## src/rtl/alu_exec_stage.sv

```systemverilog
// rtl/alu_exec_stage.sv - ALU execute stage: frame accept, single/iterative ops, result handshake, LEDs
module alu_exec_stage #(
    parameter int WIDTH     = 4,
    parameter int LED_WIDTH = 4
) (
    input  logic                   clk_arduino,
    input  logic                   reset,
    input  logic                   in_valid,
    output logic                   in_ready,
    input  logic [WIDTH-1:0]       operando_1,
    input  logic [WIDTH-1:0]       operando_2,
    input  logic [3:0]             operador,
    output logic                   out_valid,
    input  logic                   out_ready,
    output logic [2*WIDTH-1:0]     resultado,
    output logic [3:0]             flags,
    output logic                   error,
    output logic                   busy,
    output logic [LED_WIDTH-1:0]   leds
);

    typedef enum logic [1:0] {IDLE, CALC, DONE} state_t;

    localparam int CW = (WIDTH > 1) ? $clog2(WIDTH) : 1;

    localparam logic [3:0] OP_ADD = 4'd0;
    localparam logic [3:0] OP_SUB = 4'd1;
    localparam logic [3:0] OP_AND = 4'd2;
    localparam logic [3:0] OP_OR  = 4'd3;
    localparam logic [3:0] OP_XOR = 4'd4;
    localparam logic [3:0] OP_SHL = 4'd5;
    localparam logic [3:0] OP_SHR = 4'd6;
    localparam logic [3:0] OP_MUL = 4'd7;
    localparam logic [3:0] OP_DIV = 4'd8;

    state_t                 state_q, state_d;
    logic [WIDTH-1:0]       a_q, a_d, b_q, b_d, rem_q, rem_d;
    logic [3:0]             op_q, op_d;
    logic [CW-1:0]          cnt_q, cnt_d;
    logic [2*WIDTH-1:0]     prod_q, prod_d, mcand_q, mcand_d, res_q, res_d;
    logic [3:0]             flags_q, flags_d;
    logic                   err_q, err_d, valid_q, valid_d;
    logic [LED_WIDTH-1:0]   leds_q, leds_d;

    logic [WIDTH:0]         sum_w, diff_w, shl_w, shr_w, rem_sh;
    int unsigned            shamt;
    logic [WIDTH-1:0]       narrow_res, rem_step, quot_step;
    logic                   narrow_c, narrow_v, q_bit, iterative, last_step, illegal;
    logic [2*WIDTH-1:0]     prod_step, mc_res;

    // Single-cycle results plus one shift-add / restoring-divide step from the held operands
    always_comb begin
        sum_w      = {1'b0, a_q} + {1'b0, b_q};
        diff_w     = {1'b0, a_q} - {1'b0, b_q};
        shamt      = 32'(b_q) % 32'(WIDTH);
        // One guard bit on each side catches the last bit shifted out
        shl_w      = {1'b0, a_q} << shamt;
        shr_w      = {a_q, 1'b0} >> shamt;
        narrow_res = '0;
        narrow_c   = 1'b0;
        narrow_v   = 1'b0;
        case (op_q)
            OP_ADD: begin
                narrow_res = sum_w[WIDTH-1:0];
                narrow_c   = sum_w[WIDTH];
                narrow_v   = (a_q[WIDTH-1] == b_q[WIDTH-1]) && (sum_w[WIDTH-1] != a_q[WIDTH-1]);
            end
            OP_SUB: begin
                narrow_res = diff_w[WIDTH-1:0];
                narrow_c   = diff_w[WIDTH];
                narrow_v   = (a_q[WIDTH-1] != b_q[WIDTH-1]) && (diff_w[WIDTH-1] != a_q[WIDTH-1]);
            end
            OP_AND: narrow_res = a_q & b_q;
            OP_OR:  narrow_res = a_q | b_q;
            OP_XOR: narrow_res = a_q ^ b_q;
            OP_SHL: begin
                narrow_res = shl_w[WIDTH-1:0];
                narrow_c   = shl_w[WIDTH];
            end
            OP_SHR: begin
                narrow_res = shr_w[WIDTH:1];
                narrow_c   = shr_w[0];
            end
            default: ;
        endcase

        prod_step = prod_q + (b_q[0] ? mcand_q : '0);
        rem_sh    = {rem_q, a_q[WIDTH-1]};
        q_bit     = (rem_sh >= {1'b0, b_q});
        rem_step  = q_bit ? WIDTH'(rem_sh - {1'b0, b_q}) : rem_sh[WIDTH-1:0];
        quot_step = {a_q[WIDTH-2:0], q_bit};
        mc_res    = (op_q == OP_MUL) ? prod_step : {rem_step, quot_step};

        illegal   = (op_q > OP_DIV);
        iterative = (op_q == OP_MUL) || ((op_q == OP_DIV) && (b_q != '0));
        last_step = (cnt_q == CW'(WIDTH - 1));
    end

    // Next-state and register updates for IDLE/CALC/DONE
    always_comb begin
        state_d = state_q;
        a_d     = a_q;
        b_d     = b_q;
        rem_d   = rem_q;
        op_d    = op_q;
        cnt_d   = cnt_q;
        prod_d  = prod_q;
        mcand_d = mcand_q;
        res_d   = res_q;
        flags_d = flags_q;
        err_d   = err_q;
        valid_d = valid_q;
        leds_d  = leds_q;
        case (state_q)
            IDLE: begin
                if (in_valid) begin
                    a_d     = operando_1;
                    b_d     = operando_2;
                    op_d    = operador;
                    cnt_d   = '0;
                    prod_d  = '0;
                    mcand_d = {{WIDTH{1'b0}}, operando_1};
                    rem_d   = '0;
                    state_d = CALC;
                end
            end
            CALC: begin
                if (iterative) begin
                    if (op_q == OP_MUL) begin
                        prod_d  = prod_step;
                        mcand_d = mcand_q << 1;
                        b_d     = b_q >> 1;
                    end else begin
                        a_d   = quot_step;
                        rem_d = rem_step;
                    end
                    cnt_d = cnt_q + 1'b1;
                    if (last_step) begin
                        res_d   = mc_res;
                        flags_d = {(mc_res == '0), 3'b000};
                        err_d   = 1'b0;
                        valid_d = 1'b1;
                        state_d = DONE;
                    end
                end else begin
                    valid_d = 1'b1;
                    state_d = DONE;
                    if (illegal) begin
                        res_d   = '0;
                        flags_d = 4'b1000;
                        err_d   = 1'b1;
                    end else if (op_q == OP_DIV) begin
                        // Divide by zero: only a zero divisor reaches here for DIV
                        res_d   = '1;
                        flags_d = 4'b0000;
                        err_d   = 1'b1;
                    end else begin
                        res_d   = {{WIDTH{1'b0}}, narrow_res};
                        flags_d = {(narrow_res == '0), narrow_res[WIDTH-1], narrow_c, narrow_v};
                        err_d   = 1'b0;
                    end
                end
            end
            DONE: begin
                if (out_ready) begin
                    leds_d  = res_q[LED_WIDTH-1:0];
                    valid_d = 1'b0;
                    state_d = IDLE;
                end
            end
            default: state_d = IDLE;
        endcase
    end

    // State and datapath registers; reset aborts anything in flight
    always_ff @(posedge clk_arduino) begin
        if (reset) begin
            state_q <= IDLE;
            a_q     <= '0;
            b_q     <= '0;
            rem_q   <= '0;
            op_q    <= '0;
            cnt_q   <= '0;
            prod_q  <= '0;
            mcand_q <= '0;
            res_q   <= '0;
            flags_q <= '0;
            err_q   <= 1'b0;
            valid_q <= 1'b0;
            leds_q  <= '0;
        end else begin
            state_q <= state_d;
            a_q     <= a_d;
            b_q     <= b_d;
            rem_q   <= rem_d;
            op_q    <= op_d;
            cnt_q   <= cnt_d;
            prod_q  <= prod_d;
            mcand_q <= mcand_d;
            res_q   <= res_d;
            flags_q <= flags_d;
            err_q   <= err_d;
            valid_q <= valid_d;
            leds_q  <= leds_d;
        end
    end

    assign in_ready  = (state_q == IDLE);
    assign busy      = (state_q != IDLE);
    assign out_valid = valid_q;
    assign resultado = res_q;
    assign flags     = flags_q;
    assign error     = err_q;
    assign leds      = leds_q;

endmodule

```

## config.mk

```make
export PLATFORM = sky130hd
export DESIGN_NAME = alu_exec_stage
export DESIGN_NICKNAME = d
export VERILOG_FILES = /design/src/rtl/alu_exec_stage.sv
export SDC_FILE = /design/constraint.sdc
export NUM_CORES = 1
export LEC_CHECK = 0
export BUFFER_PORTS_ARGS = -buffer_cell sky130_fd_sc_hd__buf_2
export CAP_MARGIN = 20
export CELL_PAD_IN_SITES_DETAIL_PLACEMENT = 0
export CELL_PAD_IN_SITES_GLOBAL_PLACEMENT = 2
export CORE_ASPECT_RATIO = 1.1
export CORE_UTILIZATION = 35
export CTS_CLUSTER_DIAMETER = 80
export DETAILED_ROUTE_END_ITERATION = 10
export PLACE_DENSITY = 0.81
export SLEW_MARGIN = 5
export SYNTH_ARGS = -nofsm -noshare
export SYNTH_HDL_FRONTEND = slang
export SYNTH_SLANG_ARGS = --single-unit
```

## constraint.sdc

```tcl
create_clock -name clk_arduino -period 3.4 [get_ports clk_arduino]
set_clock_uncertainty 0.2 [all_clocks]
set_input_delay 0 -clock clk_arduino [delete_from_list [all_inputs] [get_ports clk_arduino]]
set_output_delay 0 -clock clk_arduino [all_outputs]
set_load 0.01 [all_outputs]
```

After elaboration in Yosys (flattened, before gate mapping)
Index checks and enable logic that the tools add are counted.
{ "word_totals": {"register_bits": 54, "inputBits": 16, "out_inout_bits": 20, "wordCells": 117} }
{ "classes": {"add_sub_neg": 5, "magnitude_cmp": 2, "eq_ne": 22, "shift": 2, "muxes": 50, "bitwise": 3, "reduce_logical": 20} }
{ "op_table": {"columns": ["cell", "count"], "rows": [
  ["$mux 8", 12],
  ["$mux 4", 14],
  ["$pmux 8 s2", 2],
  ["$pmux 4 s7", 1],
  ["$pmux 4 s2", 3],
  ["$eq 4x3->1 const B", 4],
  ["$mux 2", 6],
  ["$ne 2x2->1 const B", 5],
  ["$reduce_and 3->1", 3],
  ["$add 8x8->8", 1],
  ["$eq 4x2->1 const B", 2],
  ["$logic_not 4->1", 2],
  ["$logic_not 8->1", 1],
  ["$reduce_and 4->1", 2],
  ["$mux 1", 7],
  ["$pmux 2 s3", 1],
  ["$reduce_and 2->1", 3],
  ["$reduce_bool 2->1", 3],
  ["$add 4x4->5", 1],
  ["$ge 5x4->1", 1],
  ["$shl 4x2->5", 1],
  ["$shr 5x2->5", 1],
  ["$sub 4x4->5", 1],
  ["$and 4x4->4", 1],
  ["other kinds (20)", 26]
]} }

Depth between registers and ports, before layout
{ "logic_depth": {"word_depth": 7, "depth_mapped": 12, "mapped_depth_nobuf": 10} }

Worst setup path after synthesis
No wires, ideal clock.
{ "synth_timing": {"path_type": "register to register", "from": "register b_q[0]", "to": "register flags_q[3], in the netlist flags[3]", "arrival_ps": 2667, "required_ps": 3104, "path_slack_ps": 437, "stages_incl_launch_ff": 13, "n_path_buf": 2, "synth_period_minus_slack_ps": 2963, "path_cell_list": "dfxtp_1 > buf_4 > clkbuf_1 > and2_1 > ha_1 > fa_1 > a21oi_1 > o21ai_0 > o21a_1 > nor2_1 > xnor2_1 > o32a_1 > o41ai_2"} }
{ "synth_between": {"elab_chain_cells": 6, "word_cells_on_any_way": 25, "classes_between": "add/sub: 4; order compare: 1; eq/ne: 1; shift: 2; mux: 8; bitwise: 3; reduce/logical: 6"} }
{ "synth_lines": {"columns": ["element", "line_no", "rtl"], "rows": [
  ["start, declared", "37", "logic [WIDTH-1:0] a_q, a_d, b_q, b_d, rem_q, rem_d;"],
  ["start signal, assigned", "180", "b_q <= '0;"],
  ["start signal, assigned", "194", "b_q <= b_d;"],
  ["$mux 8 (tied with other cells)", "87", "prod_step = prod_q + (b_q[0] ? mcand_q : '0);"],
  ["$add 8x8->8 (tied with other cells)", "87", null],
  ["$mux 8 or $logic_not 4->1 (tied branches)", "92, 159", null],
  ["$logic_not 8->1 or $mux 4 (tied branches)", "140, 152", null],
  ["$mux 4 (on tied branches)", "138, 148", null],
  ["$mux 4", "128", "if (iterative) begin"],
  ["end signal, assigned", "201", "flags_q <= flags_d;"],
  ["end, declared", "41", "logic [3:0] flags_q, flags_d;"]
]} }
Several ways; a longest one is shown, not always the timed one. The select of a mux whose other input is x is not followed.
A chain may end at the register's enable or synchronous reset.

Worst setup path in the final report
{ "layout_timing": {"from": "register b_q[0]", "to": "register res_q[4], in the netlist resultado[4]"} }
{ "layout_between": {"elab_chain_cells": 5, "word_cells_on_any_way": 13, "classes_between": "add/sub: 2; order compare: 1; eq/ne: 1; mux: 5; reduce/logical: 4"} }
{ "layout_lines": {"columns": ["element", "line_no", "rtl"], "rows": [
  ["$mux 8 (tied with other cells)", "87", null],
  ["$add 8x8->8 (tied with other cells)", "87", null],
  ["$mux 8 or $logic_or 1x1->1 (tied branches)", "92, 95", null],
  ["$mux 8 or $ne 2x1->1 (tied branches)", null, null],
  ["$mux 8 or $reduce_and 2->1 (tied branches)", null, null],
  ["end signal, assigned", "200", "res_q <= res_d;"],
  ["end, declared", "40", "logic [2*WIDTH-1:0] prod_q, prod_d, mcand_q, mcand_d, res_q, res_d;"]
]} }
Several ways; a longest one is shown, not always the timed one. The select of a mux whose other input is x is not followed.

==> flow_results.xml <==
<?xml version="1.0" encoding="UTF-8"?>
<metrics>
  <group name="critical_path">
    <metric name="worstPathCellList" unit="">buf_4, ha_1, nand2b_1, a211o_1, a31o_2, mux2i_1, mux2i_1, o21ai_0, o211a_1</metric>
    <metric name="timing.critical_path.fanout_max" unit="">12</metric>
    <metric name="cp-start-kind" unit="">flop</metric>
    <metric name="worst_path_most_repeated_cell" unit="">sky130_fd_sc_hd__mux2i_1</metric>
    <metric name="end_kind" unit="">flop</metric>
    <metric name="worst-setup-path-type" unit="">reg2reg</metric>
    <metric name="worst-endpoint-arrival" unit="ns">3.00</metric>
    <metric name="crit_path_max_incr_delay" unit="ns">0.50</metric>
    <metric name="worstPathRequired" unit="ns">3.44</metric>
    <metric name="cell_with_the_largest_stage_delay_on_the_worst_path" unit="">sky130_fd_sc_hd__dfxtp_1</metric>
  </group>
  <group name="clock_network">
    <metric name="cts_buffer_depth" unit="">2</metric>
    <metric name="cts.sinks" unit="">54</metric>
    <metric name="htree_num_levels" unit="">2</metric>
    <metric name="worst_skew_pair.late_latency" unit="ns">0.30</metric>
    <metric name="cts_tree" unit="">built</metric>
    <metric name="numCtsBuffers" unit="">5</metric>
    <metric name="clockRootBuffer" unit="">sky130_fd_sc_hd__clkbuf_16</metric>
    <metric name="path_clk_slew" unit="ns">0.07</metric>
  </group>
  <group name="run_status">
    <metric name="status" unit="">completed</metric>
  </group>
  <group name="final_layout">
    <metric name="drive_above_1_share" unit="%">14.2</metric>
    <metric name="fillerInstances" unit="">1116</metric>
    <metric name="finish.net_count" unit="">559</metric>
    <metric name="antenna_cells" unit="">0</metric>
    <metric name="final_cells" unit="">656</metric>
    <metric name="fin_util" unit="%">41.8</metric>
    <metric name="post-route-cell-area" unit="sq um">4320</metric>
    <metric name="syn_to_final_growth" unit="%">16.7</metric>
  </group>
  <group name="sta">
    <metric name="fmax" unit="MHz">338</metric>
    <metric name="worst_hold_slack" unit="ns">0.257</metric>
    <metric name="hold_violations" unit="">0</metric>
    <metric name="finalWorstSetupSlack" unit="ns">0.443</metric>
    <metric name="actual_transition_at_the_worst_max_transition_pin" unit="ns">0.687</metric>
    <metric name="total_negative_slack" unit="ns">0</metric>
    <metric name="finalMaxSlewViolations" unit="">0</metric>
    <metric name="slew_headroom" unit="%">54.1</metric>
    <metric name="grt_setup_unrepaired" unit="">false</metric>
    <metric name="fin_crit_sh" unit="%">87.0</metric>
    <metric name="count_of_endpoints_failing_setup_in_the_final_report" unit="">0</metric>
    <metric name="final_period_minus_worst_setup_slack" unit="ns">2.96</metric>
  </group>
  <group name="logic_synthesis">
    <metric name="ys_dominant_reg_cell" unit="">sky130_fd_sc_hd__dfxtp_1</metric>
    <metric name="ys_async_sr_fraction" unit="%">0</metric>
    <metric name="yosys-mux-area-fraction" unit="%">4.26</metric>
    <metric name="synth_common_cells" unit="">68 x sky130_fd_sc_hd__nand2_1, 54 x sky130_fd_sc_hd__dfxtp_1, 49 x sky130_fd_sc_hd__nor2_1</metric>
    <metric name="top_cells_by_area_synth" unit="">sky130_fd_sc_hd__dfxtp_1 29%, sky130_fd_sc_hd__ha_1 9.1%, sky130_fd_sc_hd__nand2_1 6.9%, sky130_fd_sc_hd__a21oi_1 5.9%, sky130_fd_sc_hd__nor2_1 5.0%</metric>
    <metric name="yosysUniqueCellTypes" unit="">65</metric>
    <metric name="synthesized_netlist_net_count" unit="">516</metric>
    <metric name="synth_top_area_share" unit="%">29.2</metric>
    <metric name="synthSimpleGateAreaFrac" unit="%">26.0</metric>
    <metric name="proportion_of_synthesized_chip_area_in_sequential_cells" unit="%">29.2</metric>
    <metric name="post-synth-top-count-cell" unit="">sky130_fd_sc_hd__nand2_1</metric>
    <metric name="synthesis.yosys.warnings" unit="">0</metric>
    <metric name="synth_edf_count" unit="">0</metric>
    <metric name="synth_area_per_cell" unit="sq um">7.89</metric>
    <metric name="synthesized_area_fraction_occupied_by_xor_and_xnor_cells" unit="%">1.66</metric>
    <metric name="synthesis.area" unit="sq um">3700</metric>
    <metric name="synth_largest_area_cell" unit="">sky130_fd_sc_hd__dfxtp_1</metric>
    <metric name="synth_top_family_by_area" unit="">simple AND/OR/NAND/NOR gates</metric>
    <metric name="ys_seq_elements" unit="">54</metric>
    <metric name="synth_cells" unit="">469</metric>
    <metric name="synth_adder_area_share" unit="%">11.3</metric>
    <metric name="synthesized_area_fraction_occupied_by_ao_oa_aoi_and_oai_cells" unit="%">22.3</metric>
  </group>
  <group name="detailed_routing">
    <metric name="vias" unit="">3510</metric>
    <metric name="totalWireLength" unit="um">10800</metric>
    <metric name="avgViaCountPerCell" unit="">5.35</metric>
    <metric name="routedWlPerCell" unit="um">16.5</metric>
    <metric name="drt_pre_antenna_iters" unit="">4</metric>
    <metric name="drcViolationCount" unit="">0</metric>
    <metric name="detail-route-antenna-nets" unit="">0</metric>
    <metric name="drtIter0Drc" unit="">179</metric>
  </group>
  <group name="worst_hold_path">
    <metric name="worst_hold_path_type" unit="">reg2reg</metric>
  </group>
  <group name="power_and_ir_drop">
    <metric name="power.density_cell_area" unit="nW/um^2">380</metric>
    <metric name="clkPwrFrac" unit="%">32.6</metric>
    <metric name="p_sw_share" unit="%">31.6</metric>
    <metric name="comb_power_share" unit="%">24.7</metric>
    <metric name="p_leak" unit="nW">1.79</metric>
    <metric name="sequentialPowerShare" unit="%">42.7</metric>
    <metric name="total_power" unit="mW">1.64</metric>
    <metric name="power.net_switching" unit="uW">519</metric>
    <metric name="power_report.internal_total" unit="mW">1.12</metric>
    <metric name="irDropWorstVdd" unit="mV">0.222</metric>
  </group>
  <group name="grt">
    <metric name="grt_first_pass_wirelength" unit="um">17500</metric>
    <metric name="grt_antenna_before_repair" unit="">0</metric>
    <metric name="vias_in_the_first_global_route" unit="">3309</metric>
    <metric name="grt_start_max_net_pins" unit="">32</metric>
    <metric name="grt_util_all_layers" unit="%">20.5</metric>
    <metric name="globalRoute.totalOverflow" unit="">0</metric>
  </group>
  <group name="floorplanning">
    <metric name="core_region_area" unit="sq um">10300</metric>
    <metric name="floorplan.die.width" unit="um">100</metric>
    <metric name="design.die.area" unit="sq um">11000</metric>
    <metric name="start_util" unit="%">35.8</metric>
    <metric name="die_y" unit="um">110</metric>
    <metric name="num_io_pins" unit="">36</metric>
    <metric name="floorplan.rows" unit="">39</metric>
  </group>
  <group name="placed_design">
    <metric name="post_dp_hpwl" unit="um">8090</metric>
    <metric name="number_of_instances_in_the_placed_design" unit="">633</metric>
    <metric name="globalplace.congestion" unit="">0.892</metric>
    <metric name="pre_cts_slack" unit="ns">0.469</metric>
    <metric name="place_area" unit="sq um">4020</metric>
    <metric name="buffer_ports.inserted" unit="">35</metric>
  </group>
  <group name="job">
    <metric name="cap_viol_max_count" unit="">0</metric>
  </group>
</metrics>
==> layout by cell type, fill, tap and decap left out, types with 11 or more instances in the layout <==
master | netlist | layout
sky130_fd_sc_hd__buf_4 | 5 | 11
sky130_fd_sc_hd__buf_2 | 7 | 35
sky130_fd_sc_hd__ha_1 | 27 | 27
sky130_fd_sc_hd__dfxtp_1 | 54 | 54
sky130_fd_sc_hd__inv_1 | 20 | 20
sky130_fd_sc_hd__dlygate4sd3_1 | 0 | 15
sky130_fd_sc_hd__nor3_1 | 14 | 14
sky130_fd_sc_hd__a21oi_1 | 44 | 44
sky130_fd_sc_hd__nor2_1 | 49 | 49
sky130_fd_sc_hd__nand2_1 | 68 | 68
sky130_fd_sc_hd__and2_1 | 11 | 11
sky130_fd_sc_hd__nand3_1 | 26 | 26
==> repair_timing <==
item                                   CTS  global route
buffers inserted                         0             0
hold buffers                            15             0
endpoints found under the hold margin   20             0
resized for setup                        0             0
==> path summary, 6_finish.rpt <==
path / from / endpoint / slack [ns] / cells past startpoint
max reg2reg: b_q[0] / resultado[4] / 0.44 / 9
max: b_q[0] / resultado[4] / 0.44 / 9
min reg2reg: out_valid / out_valid / 0.26 / 2
min: out_valid / out_valid / 0.26 / 2
==> cell type report <==
class                      instances  area, sq um  share of cell area (%)
tap                              143          179                    4.14
inverter                          20         75.1                    1.74
clock inverter                     1         8.76                   0.203
timing repair buffer              61          408                    9.44
multi-input combinational        370         2420                    56.1
sequential                        54         1080                    25.0
clock buffer                       7          143                    3.30
==> critical path, delay by kind of cell, from the launching register on <==
family | cells | cell delay, ns
AND/OR/NAND/NOR | 1 | 0.16
flip-flops | 1 | 0.50
buffers and inverters | 1 | 0.26
adder cells (fa/ha/maj) | 1 | 0.28
AO/OA/AOI/OAI | 4 | 1.04
multiplexers | 2 | 0.46
==> power groups by stage <==
stage               Sequential [mW]  Combinational (mW)  Clock (mW)
CTS                           0.701               0.407       0.546
global placement              0.715               0.392           0
floorplan                     0.703               0.287           0
detailed placement            0.716               0.391           0
global route                  0.707               0.456       0.569
finish                        0.701               0.406       0.535
==> registers in the layout (all words and copies together) (netlist names), 2 cells and up <==
| signal | flops |
|---|---|
| a_q | 4 |
| flags | 4 |
| b_q | 4 |
| mcand_q | 8 |
| rem_q | 4 |
| resultado | 8 |
| cnt_q | 2 |
| op_q | 4 |
| prod_q | 8 |
| leds | 4 |
| state_q | 2 |
==> per-layer routing <==
metal  up-vias  part of all wire, %  track usage [%]
met5         -                    0                0
met4         0                  2.4             7.76
met3        18                  2.4             2.61
met2        42                   48             35.3
met1      1681                   47             26.2
li1       1769                    -                -
==> logic make-up after synthesis <==
group	Yosys count
xor gates and xnor gates	7
AOI/OAI and AO/OA	119
adders and majority gates	31
DFF	54
and+or+nand+nor	200
muxes	13
buffers and inverters	45
No activity file was read; power rests on OpenSTA's default activity.
